===== src/rtl/jam_pkg.sv =====
// rtl/jam_pkg.sv - shared types and helpers for the jam_solver job-assignment search
// Optional best-assignment output is enabled by defining JAM_BEST_PERM_EN.
package jam_pkg;

  localparam int JAM_MAX_N = 8;

  typedef enum logic [1:0] {
    IDLE,
    LOAD,
    CALC,
    DONE
  } jam_state_e;

  function automatic int fact(input int n);
    int r;
    r = 1;
    for (int i = 2; i <= n; i++) r = r * i;
    return r;
  endfunction

endpackage


===== src/rtl/jam_solver_if.sv =====
// rtl/jam_solver_if.sv - cost-fetch port and result bus of jam_solver
// BestJob exists only when JAM_BEST_PERM_EN is defined.
interface jam_solver_if #(
  parameter int N     = 8,
  parameter int CW    = 7,
  parameter int CNT_W = 16
);
  localparam int IW = $clog2(N);
  localparam int SW = CW + $clog2(N) + 1;

  logic             start;
  logic [IW-1:0]    W;
  logic [IW-1:0]    J;
  logic [CW-1:0]    Cost;
  logic             busy;
  logic             Valid;
  logic [SW-1:0]    MinCost;
  logic [CNT_W-1:0] MatchCount;
`ifdef JAM_BEST_PERM_EN
  logic [N*IW-1:0]  BestJob;

  modport master (
    output start, Cost,
    input  W, J, busy, Valid, MinCost, MatchCount, BestJob
  );
  modport slave (
    input  start, Cost,
    output W, J, busy, Valid, MinCost, MatchCount, BestJob
  );
`else
  modport master (
    output start, Cost,
    input  W, J, busy, Valid, MinCost, MatchCount
  );
  modport slave (
    input  start, Cost,
    output W, J, busy, Valid, MinCost, MatchCount
  );
`endif

endinterface


===== src/rtl/jam_next_perm.sv =====
// rtl/jam_next_perm.sv - combinational lexicographic successor of an N-element permutation
// last_o flags a strictly descending input (no successor exists).
module jam_next_perm #(
  parameter int N  = 8,
  parameter int IW = $clog2(N)
) (
  input  logic [N-1:0][IW-1:0] perm_i,
  output logic [N-1:0][IW-1:0] perm_o,
  output logic                 last_o
);

  logic [N-1:0][IW-1:0] swp;
  int piv;
  int sw;

  always_comb begin
    piv    = 0;
    last_o = 1'b1;
    for (int i = 0; i < N - 1; i++) begin
      if (perm_i[i] < perm_i[i+1]) begin
        piv    = i;
        last_o = 1'b0;
      end
    end

    // suffix right of the pivot is descending, so the rightmost larger entry is the smallest larger one
    sw = piv;
    for (int j = 0; j < N; j++) begin
      if (j > piv && perm_i[j] > perm_i[piv]) sw = j;
    end

    swp      = perm_i;
    swp[piv] = perm_i[sw];
    swp[sw]  = perm_i[piv];

    perm_o = swp;
    for (int i = 0; i < N; i++) begin
      if (i > piv) perm_o[i] = swp[N + piv - i];
    end
  end

endmodule


===== src/rtl/jam_solver.sv =====
// rtl/jam_solver.sv - exhaustive N x N assignment solver: loads costs, scans all N! permutations
// Defining JAM_BEST_PERM_EN adds the BestJob register and output.
module jam_solver
  import jam_pkg::*;
#(
  parameter int N     = 8,
  parameter int CW    = 7,
  parameter int CNT_W = 16
) (
  input  logic         CLK,
  input  logic         RST,
  jam_solver_if.slave  bus
);

  localparam int IW = $clog2(N);
  localparam int SW = CW + $clog2(N) + 1;
  localparam int KW = $clog2(N * N + 1);

  localparam logic [KW-1:0] K_LAST_ADDR = KW'(N * N - 1);
  localparam logic [KW-1:0] K_END       = KW'(N * N);
  localparam logic [IW-1:0] IDX_MAX     = IW'(N - 1);

  jam_state_e           state_q;
  logic [KW-1:0]        k_q;
  logic [IW-1:0]        w_q;
  logic [IW-1:0]        j_q;
  logic [IW-1:0]        pw_q;
  logic [IW-1:0]        pj_q;
  logic [CW-1:0]        cost_q [N][N];
  logic [N-1:0][IW-1:0] perm_q;
  logic [N-1:0][IW-1:0] perm_d;
  logic                 last_d;
  logic                 first_q;
  logic                 busy_q;
  logic                 valid_q;
  logic [SW-1:0]        min_q;
  logic [SW-1:0]        sum_d;
  logic [CNT_W-1:0]     cnt_q;
`ifdef JAM_BEST_PERM_EN
  logic [N-1:0][IW-1:0] best_q;
`endif

  jam_next_perm #(
    .N  (N),
    .IW (IW)
  ) u_next_perm (
    .perm_i (perm_q),
    .perm_o (perm_d),
    .last_o (last_d)
  );

  always_comb begin
    sum_d = '0;
    for (int w = 0; w < N; w++) begin
      sum_d = sum_d + SW'(cost_q[w][perm_q[w]]);
    end
  end

  always_ff @(posedge CLK or posedge RST) begin
    if (RST) begin
      state_q <= IDLE;
      k_q     <= '0;
      w_q     <= '0;
      j_q     <= '0;
      pw_q    <= '0;
      pj_q    <= '0;
      first_q <= 1'b0;
      busy_q  <= 1'b0;
      valid_q <= 1'b0;
      min_q   <= '1;
      cnt_q   <= '0;
      for (int w = 0; w < N; w++) begin
        perm_q[w] <= IW'(w);
        for (int j = 0; j < N; j++) cost_q[w][j] <= '0;
      end
`ifdef JAM_BEST_PERM_EN
      best_q  <= '0;
`endif
    end else begin
      case (state_q)
        IDLE, DONE: begin
          if (bus.start) begin
            state_q <= LOAD;
            k_q     <= '0;
            w_q     <= '0;
            j_q     <= '0;
            busy_q  <= 1'b1;
            valid_q <= 1'b0;
            first_q <= 1'b1;
            min_q   <= '1;
            cnt_q   <= '0;
          end
        end

        LOAD: begin
          // Cost arrives one cycle after its address, so write at the previous address
          pw_q <= w_q;
          pj_q <= j_q;
          if (k_q != '0) cost_q[pw_q][pj_q] <= bus.Cost;
          if (k_q < K_LAST_ADDR) begin
            if (j_q == IDX_MAX) begin
              j_q <= '0;
              w_q <= w_q + 1'b1;
            end else begin
              j_q <= j_q + 1'b1;
            end
          end
          if (k_q == K_END) begin
            state_q <= CALC;
            first_q <= 1'b1;
            for (int w = 0; w < N; w++) perm_q[w] <= IW'(w);
          end else begin
            k_q <= k_q + 1'b1;
          end
        end

        CALC: begin
          if (first_q || sum_d < min_q) begin
            min_q   <= sum_d;
            cnt_q   <= CNT_W'(1);
            first_q <= 1'b0;
`ifdef JAM_BEST_PERM_EN
            best_q  <= perm_q;
`endif
          end else if (sum_d == min_q && cnt_q != '1) begin
            cnt_q <= cnt_q + 1'b1;
          end
          perm_q <= perm_d;
          if (last_d) begin
            state_q <= DONE;
            valid_q <= 1'b1;
            busy_q  <= 1'b0;
          end
        end

        default: state_q <= IDLE;
      endcase
    end
  end

  assign bus.W          = w_q;
  assign bus.J          = j_q;
  assign bus.busy       = busy_q;
  assign bus.Valid      = valid_q;
  assign bus.MinCost    = min_q;
  assign bus.MatchCount = cnt_q;
`ifdef JAM_BEST_PERM_EN
  assign bus.BestJob    = best_q;
`endif

endmodule


===== src/flat_wrapper.sv =====
// flat-port wrapper written by rule: the top's interface ports become plain ports
module jam_solver_flat import jam_pkg::*;
#(
  parameter int N     = 8,
  parameter int CW    = 7,
  parameter int CNT_W = 16
)
  (CLK, RST, bus_start, bus_Cost, bus_W, bus_J, bus_busy, bus_Valid, bus_MinCost, bus_MatchCount);
  jam_solver_if #(.N(N), .CW(CW), .CNT_W(CNT_W)) bus_i ();
  input  logic CLK;
  input  logic RST;
  input wire logic [$bits(bus_i.start)-1:0] bus_start;
  input wire logic [$bits(bus_i.Cost)-1:0] bus_Cost;
  output wire logic [$bits(bus_i.W)-1:0] bus_W;
  output wire logic [$bits(bus_i.J)-1:0] bus_J;
  output wire logic [$bits(bus_i.busy)-1:0] bus_busy;
  output wire logic [$bits(bus_i.Valid)-1:0] bus_Valid;
  output wire logic [$bits(bus_i.MinCost)-1:0] bus_MinCost;
  output wire logic [$bits(bus_i.MatchCount)-1:0] bus_MatchCount;
  assign bus_i.start = bus_start;
  assign bus_i.Cost = bus_Cost;
  assign bus_W = bus_i.W;
  assign bus_J = bus_i.J;
  assign bus_busy = bus_i.busy;
  assign bus_Valid = bus_i.Valid;
  assign bus_MinCost = bus_i.MinCost;
  assign bus_MatchCount = bus_i.MatchCount;
  jam_solver #(.N(N), .CW(CW), .CNT_W(CNT_W)) u_core (.CLK(CLK), .RST(RST), .bus(bus_i));
endmodule

===== config.mk =====
export PLATFORM = sky130hd
export DESIGN_NAME = jam_solver_flat
export DESIGN_NICKNAME = d
export VERILOG_FILES = /design/src/rtl/jam_pkg.sv /design/src/rtl/jam_solver_if.sv /design/src/rtl/jam_next_perm.sv /design/src/rtl/jam_solver.sv /design/src/flat_wrapper.sv
export SDC_FILE = /design/constraint.sdc
export NUM_CORES = 1
export LEC_CHECK = 0
export ABC_AREA = 1
export BUFFER_PORTS_ARGS = -buffer_cell sky130_fd_sc_hd__buf_2
export CAP_MARGIN = 0
export CORE_UTILIZATION = 40
export DETAILED_ROUTE_END_ITERATION = 8
export GPL_TIMING_DRIVEN = 0
export PLACE_DENSITY_LB_ADDON = 0.1
export SYNTH_ARGS = -nofsm -noshare
export SYNTH_HDL_FRONTEND = slang
export SYNTH_SLANG_ARGS = --single-unit

===== constraint.sdc =====
create_clock -name CLK -period 46.7 [get_ports CLK]
set_clock_uncertainty 0.2 [all_clocks]
set_input_delay 2.335 -clock CLK [delete_from_list [all_inputs] [get_ports CLK]]
set_output_delay 2.335 -clock CLK [all_outputs]
set_load 0.1 [all_outputs]

## After elaboration in Yosys (flattened, before gate mapping)

Cells that the tools add are included.

- Add/subtract/negate cells: 19
- Order comparisons: 49
- Equal/unequal tests: 15
- Multiplexer cells: 126
- Bitwise operators: 10
- Reductions and logical operators: 30

Operator list:

| cell | number |
|---|---|
| $bwmux W448 | 1 |
| $mux W32 | 13 |
| $lt A32 B5 Y1 const B | 10 |
| $bmux W7 S3 | 8 |
| $demux W56 S3 | 1 |
| $mux W7 | 19 |
| $gt A4 B32 Y1 const A | 4 |
| $sub A32 B4 Y32 const B | 4 |
| $mux W3 | 35 |
| $bmux W3 S3 | 10 |
| $add A11 B7 Y11 | 6 |
| $ge A32 B1 Y1 const B | 2 |
| $gt A3 B32 Y1 const A | 2 |
| $sub A32 B3 Y32 const B | 2 |
| $mux W56 | 1 |
| $bwmux W24 | 2 |
| $mux W16 | 3 |
| $pmux W24 S2 | 1 |
| $ge A4 B4 Y1 const B | 10 |
| $not A3 Y4 | 10 |
| $add A5 B32 Y32 const A | 1 |
| $gt A1 B32 Y1 const A | 1 |
| $gt A2 B32 Y1 const A | 1 |
| $pmux W16 S2 | 1 |
| 40 further kinds | 101 |

- Flip-flop bits (word level): 523
- Input bits: 10
- Output and inout port bits: 35
- Logic and storage cells: 332

## Longest topological paths before layout

- Depth in word-level cells: 30
- Depth in mapped cells: 46
- Mapped depth without buffers: 44

## Modules after synthesis

Synthesis repeated with hierarchy kept, for this count alone.

- Cell total of the unflattened synthesis: 3635
- Area, all modules: 29255.6 µm²

By module, submodules not included:

| module | times used | cells each | area an instance (µm²) | sequential area each (µm²) |
|---|---|---|---|---|
| jam_solver | 1 | 2954 | 25338.1 | 13116.3 |
| jam_next_perm | 1 | 681 | 3917.5 | 0.0 |

## Least setup slack after synthesis

No wires, ideal clock.

- Path type: register -> register
- Start: register u_core.perm_q[3] (netlist name)
- End: register u_core.cnt_q[9], in the netlist u_core.bus.MatchCount[9]
- Setup time: 84 ps
- Data arrival time: 7591 ps
- Data required time: 46416 ps
- Slack: 38825 ps
- Cell stages (with the launch flop): 44
- Buffers on the path: 2
- Clock period less this slack: 7875 ps
- Cells stage by stage: dfstp_2 > clkbuf_1 > clkbuf_1 > nor2_1 > o22ai_1 > nor2_1 > a31oi_1 > ha_1 > inv_1 > fa_1 > o21ai_0 > xor2_1 > fa_1 > inv_1 > fa_1 > inv_1 > fa_1 > inv_1 > (+8 left out) > nand2_1 > or2_2 > nand2_1 > inv_1 > ha_1 > nand2_1 > inv_1 > a21boi_0 > o21ai_0 > nand3_1 > nand2_1 > nand2_1 > nand2_1 > nor2_1 > nand3_1 > nor2_1 > o21ai_0 > a21oi_1

- Cells in the longest elaborated chain, start to end: 15
- Elaborated cells between the ends (all ways): 19
- Classes of those cells: add/sub: 7; order compare: 1; eq/ne: 2; mux: 5; bitwise: 1; reduce/logical: 3

Ends and longest elaborated chain:

| element | RTL line | text |
|---|---|---|
| from (decl) | jam_solver.sv:30 | `logic [N-1:0][IW-1:0] perm_q;` |
| from (signal, indexed assignment) | jam_solver.sv:73 | `perm_q[w] <= IW'(w);` |
| from (signal assigned) | jam_solver.sv:128 | `perm_q <= perm_d;` |
| $not A3 Y4 (implied by the code) (*) | jam_solver.sv:55 | `sum_d = sum_d + SW'(cost_q[w][perm_q[w]]);` |
| $bmux W7 S3 (*) | jam_solver.sv:55 |  |
| $mux W7 (implied by the code) (*) (2 in a row) | jam_solver.sv:55 |  |
| $add A7 B7 Y8 (*) | jam_solver.sv:55 |  |
| $add A11 B7 Y11 (*) (6 in a row) | jam_solver.sv:55 |  |
| $lt A11 B11 Y1 / $eq A11 B11 Y1 (equally long branches) | jam_solver.sv:118, jam_solver.sv:125 |  |
| $logic_or A1 B1 Y1 / $logic_and A1 B1 Y1 (equally long branches) | jam_solver.sv:118, jam_solver.sv:125 |  |
| $ne A3 B1 Y1 (no line) / $mux W16 (equally long branches) | - |  |
| $reduce_and A3 Y1 (no line) / $pmux W16 S2 (equally long branches) | - |  |
| to (signal assigned) | jam_solver.sv:126 | `cnt_q <= cnt_q + 1'b1;` |
| to (decl) | jam_solver.sv:38 | `logic [CNT_W-1:0] cnt_q;` |

Every way passes the cells marked *; elsewhere a longest branch is shown, timed or not. The select of a mux whose other input is x is not followed.
A chain may end at the register's enable or synchronous reset.

## Worst setup path in the final report

- Start: register u_core.perm_q[0] (netlist name)
- End: register u_core.cnt_q[12], in the netlist u_core.bus.MatchCount[12]

Same word-level chain as after synthesis.

==> summary.md <==
| Metric | Value |
|---|---|
| Layout area overhead | 13.9% |
| Most frequent cells in the layout | nand2_1, o21ai_0, dfrtp_1, nor2_1, nand3_1 |
| Total nets after synthesis | 3689 |
| Clock buffer depth | 3 |
| Total CTS buffers | 60 |
| Max-Cap Viols | 0 |
| DR pass1 iterations | 5 |
| # IOs | 45 |
| CP max stage cell | fa_1 |
| Post-synth EDFFs | 0 |
| PnR worst setup slack | 37.02 ns |
| Vias | 25600 |
| Final Setup Violations | 0 |
| # rows | 96 |
| Wirelength per Cell | 21.7 um |
| Sum of negative setup slack | 0 ns |
| Largest net degree at the start of global routing | 118 |
| Layout cells sized above 1 | 6.67% |
| GPL Wtd Cong | 0.960 |
| Final hold violation count | 0 |
| Critical path class | register to register |
| H-tree Lvls | 2 |
| FMAX | 103 MHz |
| Resize count post-CTS | 0 |
| Clock Tree Root | clkbuf_16 |
| Tmin final | 9.68 ns |
| Fill cell count | slightly above 7000 |
| Syn Inst Count | ~3600 |
| CTS tree | yes |
| Initial DRC Count | 2846 |
| Status | finished, final reports clean |
| Die Span Y | about 270 um |
| Total core area | 0.0687 mm^2 |
| Vias per cell | 5.48 |
| Setup Buffers After CTS | 0 |
| Starting Density | about two fifths |
| Nets | 3815 |
| Syn avg cell area | 7.82 um^2 |
| Setup crit start kind | register |
| Sequential share of the synthesized area | a little under half |
| Ys flop type | dfrtp_1 |
| Clk pin slew, worst setup/hold paths | 0.06 ns |
| Synthesized cell area | 0.0279 mm^2 |
| Vias in the first global route | ~24000 |
| Synth unique cells | 48 |
| Synth Warn # | 0 |
| CP endpoint kind | register |
| Async SR Flop Fraction | 100% |
| Final core occ | 46.2% |
| Detail Route Antenna Nets | 0 |
| Chip width | 266 um |
| Final critical-path share of the clock period | 20.7% |
| Crit path DAT | 10.05 ns |
| CP max stage delay | 0.58 ns |
| Slew HR | around 22% |
| Max-slew violation count | 0 |
| Initial antenna violation count | 0 |
| First-pass GRT wire length | 153000 um |
| # DRC | 0 |
| Clock latency at the later pin of the worst-skew pair | 0.66 ns |
| Most common cell after layout, fill and taps aside | nand2_1 |
| Clk sink count | approximately 520 |
| Die Area | 0.0707 mm^2 |
| Pre-CTS setup slack | 37.04 ns |
| #FFs+latches synth | 523 |
| Buf/Inv on CP | 12 |
| Detailed Route WL | 101000 um |
| Worst path most repeated cell | inv_1 |
| CP delay by family, top | adder cells |
| # hold bufs at CTS | 0 |
| Total congestion overflow | 0 |
| RSZ-0062 raised after global routing | false |
| Worst Max-Slew Pin Slew | roughly 1.2 ns |
| Total GRT Usage | 28.8% |
| Hold crit path type | register to register |
| HPWL after DPL | 75100 um |
| Critical Path RT | 47.07 ns |
| Port Buffers | 44 |
| Crit-path max FO | 10 |
==> worst register-to-register path: cells and delay by family (launching register included) <==
family / cells / cell delay (ns)
xor gates and xnor gates: 1 / 0.17
DFF: 1 / 0.44
adders and majority gates: 8 / 3.49
AOI/OAI and AO/OA: 7 / 1.45
buffers and inverters: 12 / 2.43
and+or+nand+nor: 13 / 1.42
==> path summary, 6_finish.rpt <==
check	startpoint	endpoint	slack [ns]	depth (start not counted)
min in group asynchronous	RST	u_core.cost_q[260]$_DFFE_PP0P_	1.51	2
min	u_core.cost_q[437]$_DFFE_PP0P_	u_core.cost_q[437]$_DFFE_PP0P_	0.28	2
max in group asynchronous	RST	u_core.cost_q[130]$_DFFE_PP0P_	43.07	5
min reg2reg	u_core.cost_q[437]$_DFFE_PP0P_	u_core.cost_q[437]$_DFFE_PP0P_	0.28	2
max	u_core.perm_q[0]$_DFFE_PP0P_	u_core.bus.MatchCount[12]$_DFFE_PP0P_	37.02	41
max reg2reg	u_core.perm_q[0]$_DFFE_PP0P_	u_core.bus.MatchCount[12]$_DFFE_PP0P_	37.02	41
==> registers in the layout (all words and copies together), names as in the netlist <==
signal / count
u_core.cost_q: 448
u_core.perm_q: 24
u_core.bus.MatchCount: 16
u_core.bus.MinCost: 11
u_core.k_q: 7
u_core.bus.J: 3
u_core.bus.W: 3
u_core.pj_q: 3
u_core.pw_q: 3
u_core.state_q: 2
u_core.bus.Valid: 1
u_core.bus.busy: 1
u_core.first_q: 1
==> per-stage QoR <==
step	hold slack [ns]	std cells	area, um^2
global route	0.293	4663	31700
finish	0.277	4664	31700
floorplan	0.248	3560	27900
global placement	0.260	4535	29200
CTS	0.279	4663	31700
detailed placement	0.265	4555	29600
==> area by class of cell <==
class,instances,area (um^2),share of cell area (%)
well taps,931,1160,3.67
inverters,222,843,2.66
plain buffers,204,779,2.46
flip-flops and latches,523,13100,41.4
multi-input cells,2611,13200,41.7
diodes,1,2.50,0.00789
clock buffers,90,1860,5.85
clock inverters,18,224,0.706
repair buffers,64,512,1.61
==> logic make-up after synthesis <==
| kind of cell | Yosys count | synth area share [%] |
|---|---|---|
| buffers and inverters | 426 | 5.80 |
| AO/OA/AOI/OAI | 941 | 17.9 |
| XOR/XNOR | 12 | 0.377 |
| flip-flops | 523 | 47.1 |
| adder cells (fa/ha/maj) | 119 | 6.26 |
| AND/OR/NAND/NOR | 1539 | 22.6 |
==> per-layer routing <==
| layer | track usage [%] | part of all wire (%) | vias up |
|---|---|---|---|
| met1 | 41.5 | 46 | 12400 |
| met2 | 44.5 | 44 | 845 |
| met5 | 0 | 0 | - |
| met4 | 9.46 | 3.3 | 0 |
| met3 | 4.10 | 6.4 | 144 |
| li1 | - | - | 12200 |
==> synth_stat cells, drive strengths merged (3+ instances only) <==
master | instances | area share (%)
a32oi | 3 | 0.094
a31oi | 36 | 0.81
dfrtp | 500 | 45
clkinv | 13 | 0.18
xor2 | 10 | 0.31
nor2 | 365 | 5.2
inv | 209 | 2.8
nor3 | 26 | 0.47
buf | 14 | 0.24
a21oi | 128 | 2.3
nand4 | 8 | 0.18
o22ai | 48 | 1.1
clkbuf | 190 | 2.6
a211oi | 5 | 0.13
o221ai | 7 | 0.22
o21ai | 687 | 12
nor4 | 12 | 0.27
ha | 85 | 3.8
nand3 | 235 | 4.3
dfstp | 23 | 2.2
nand2 | 891 | 12
a21boi | 3 | 0.081
a22oi | 4 | 0.11
a32o | 12 | 0.43
fa | 34 | 2.4
Power is not shown: default switching activity piles up to over one toggle a cycle in this logic, so the estimate is an artifact.
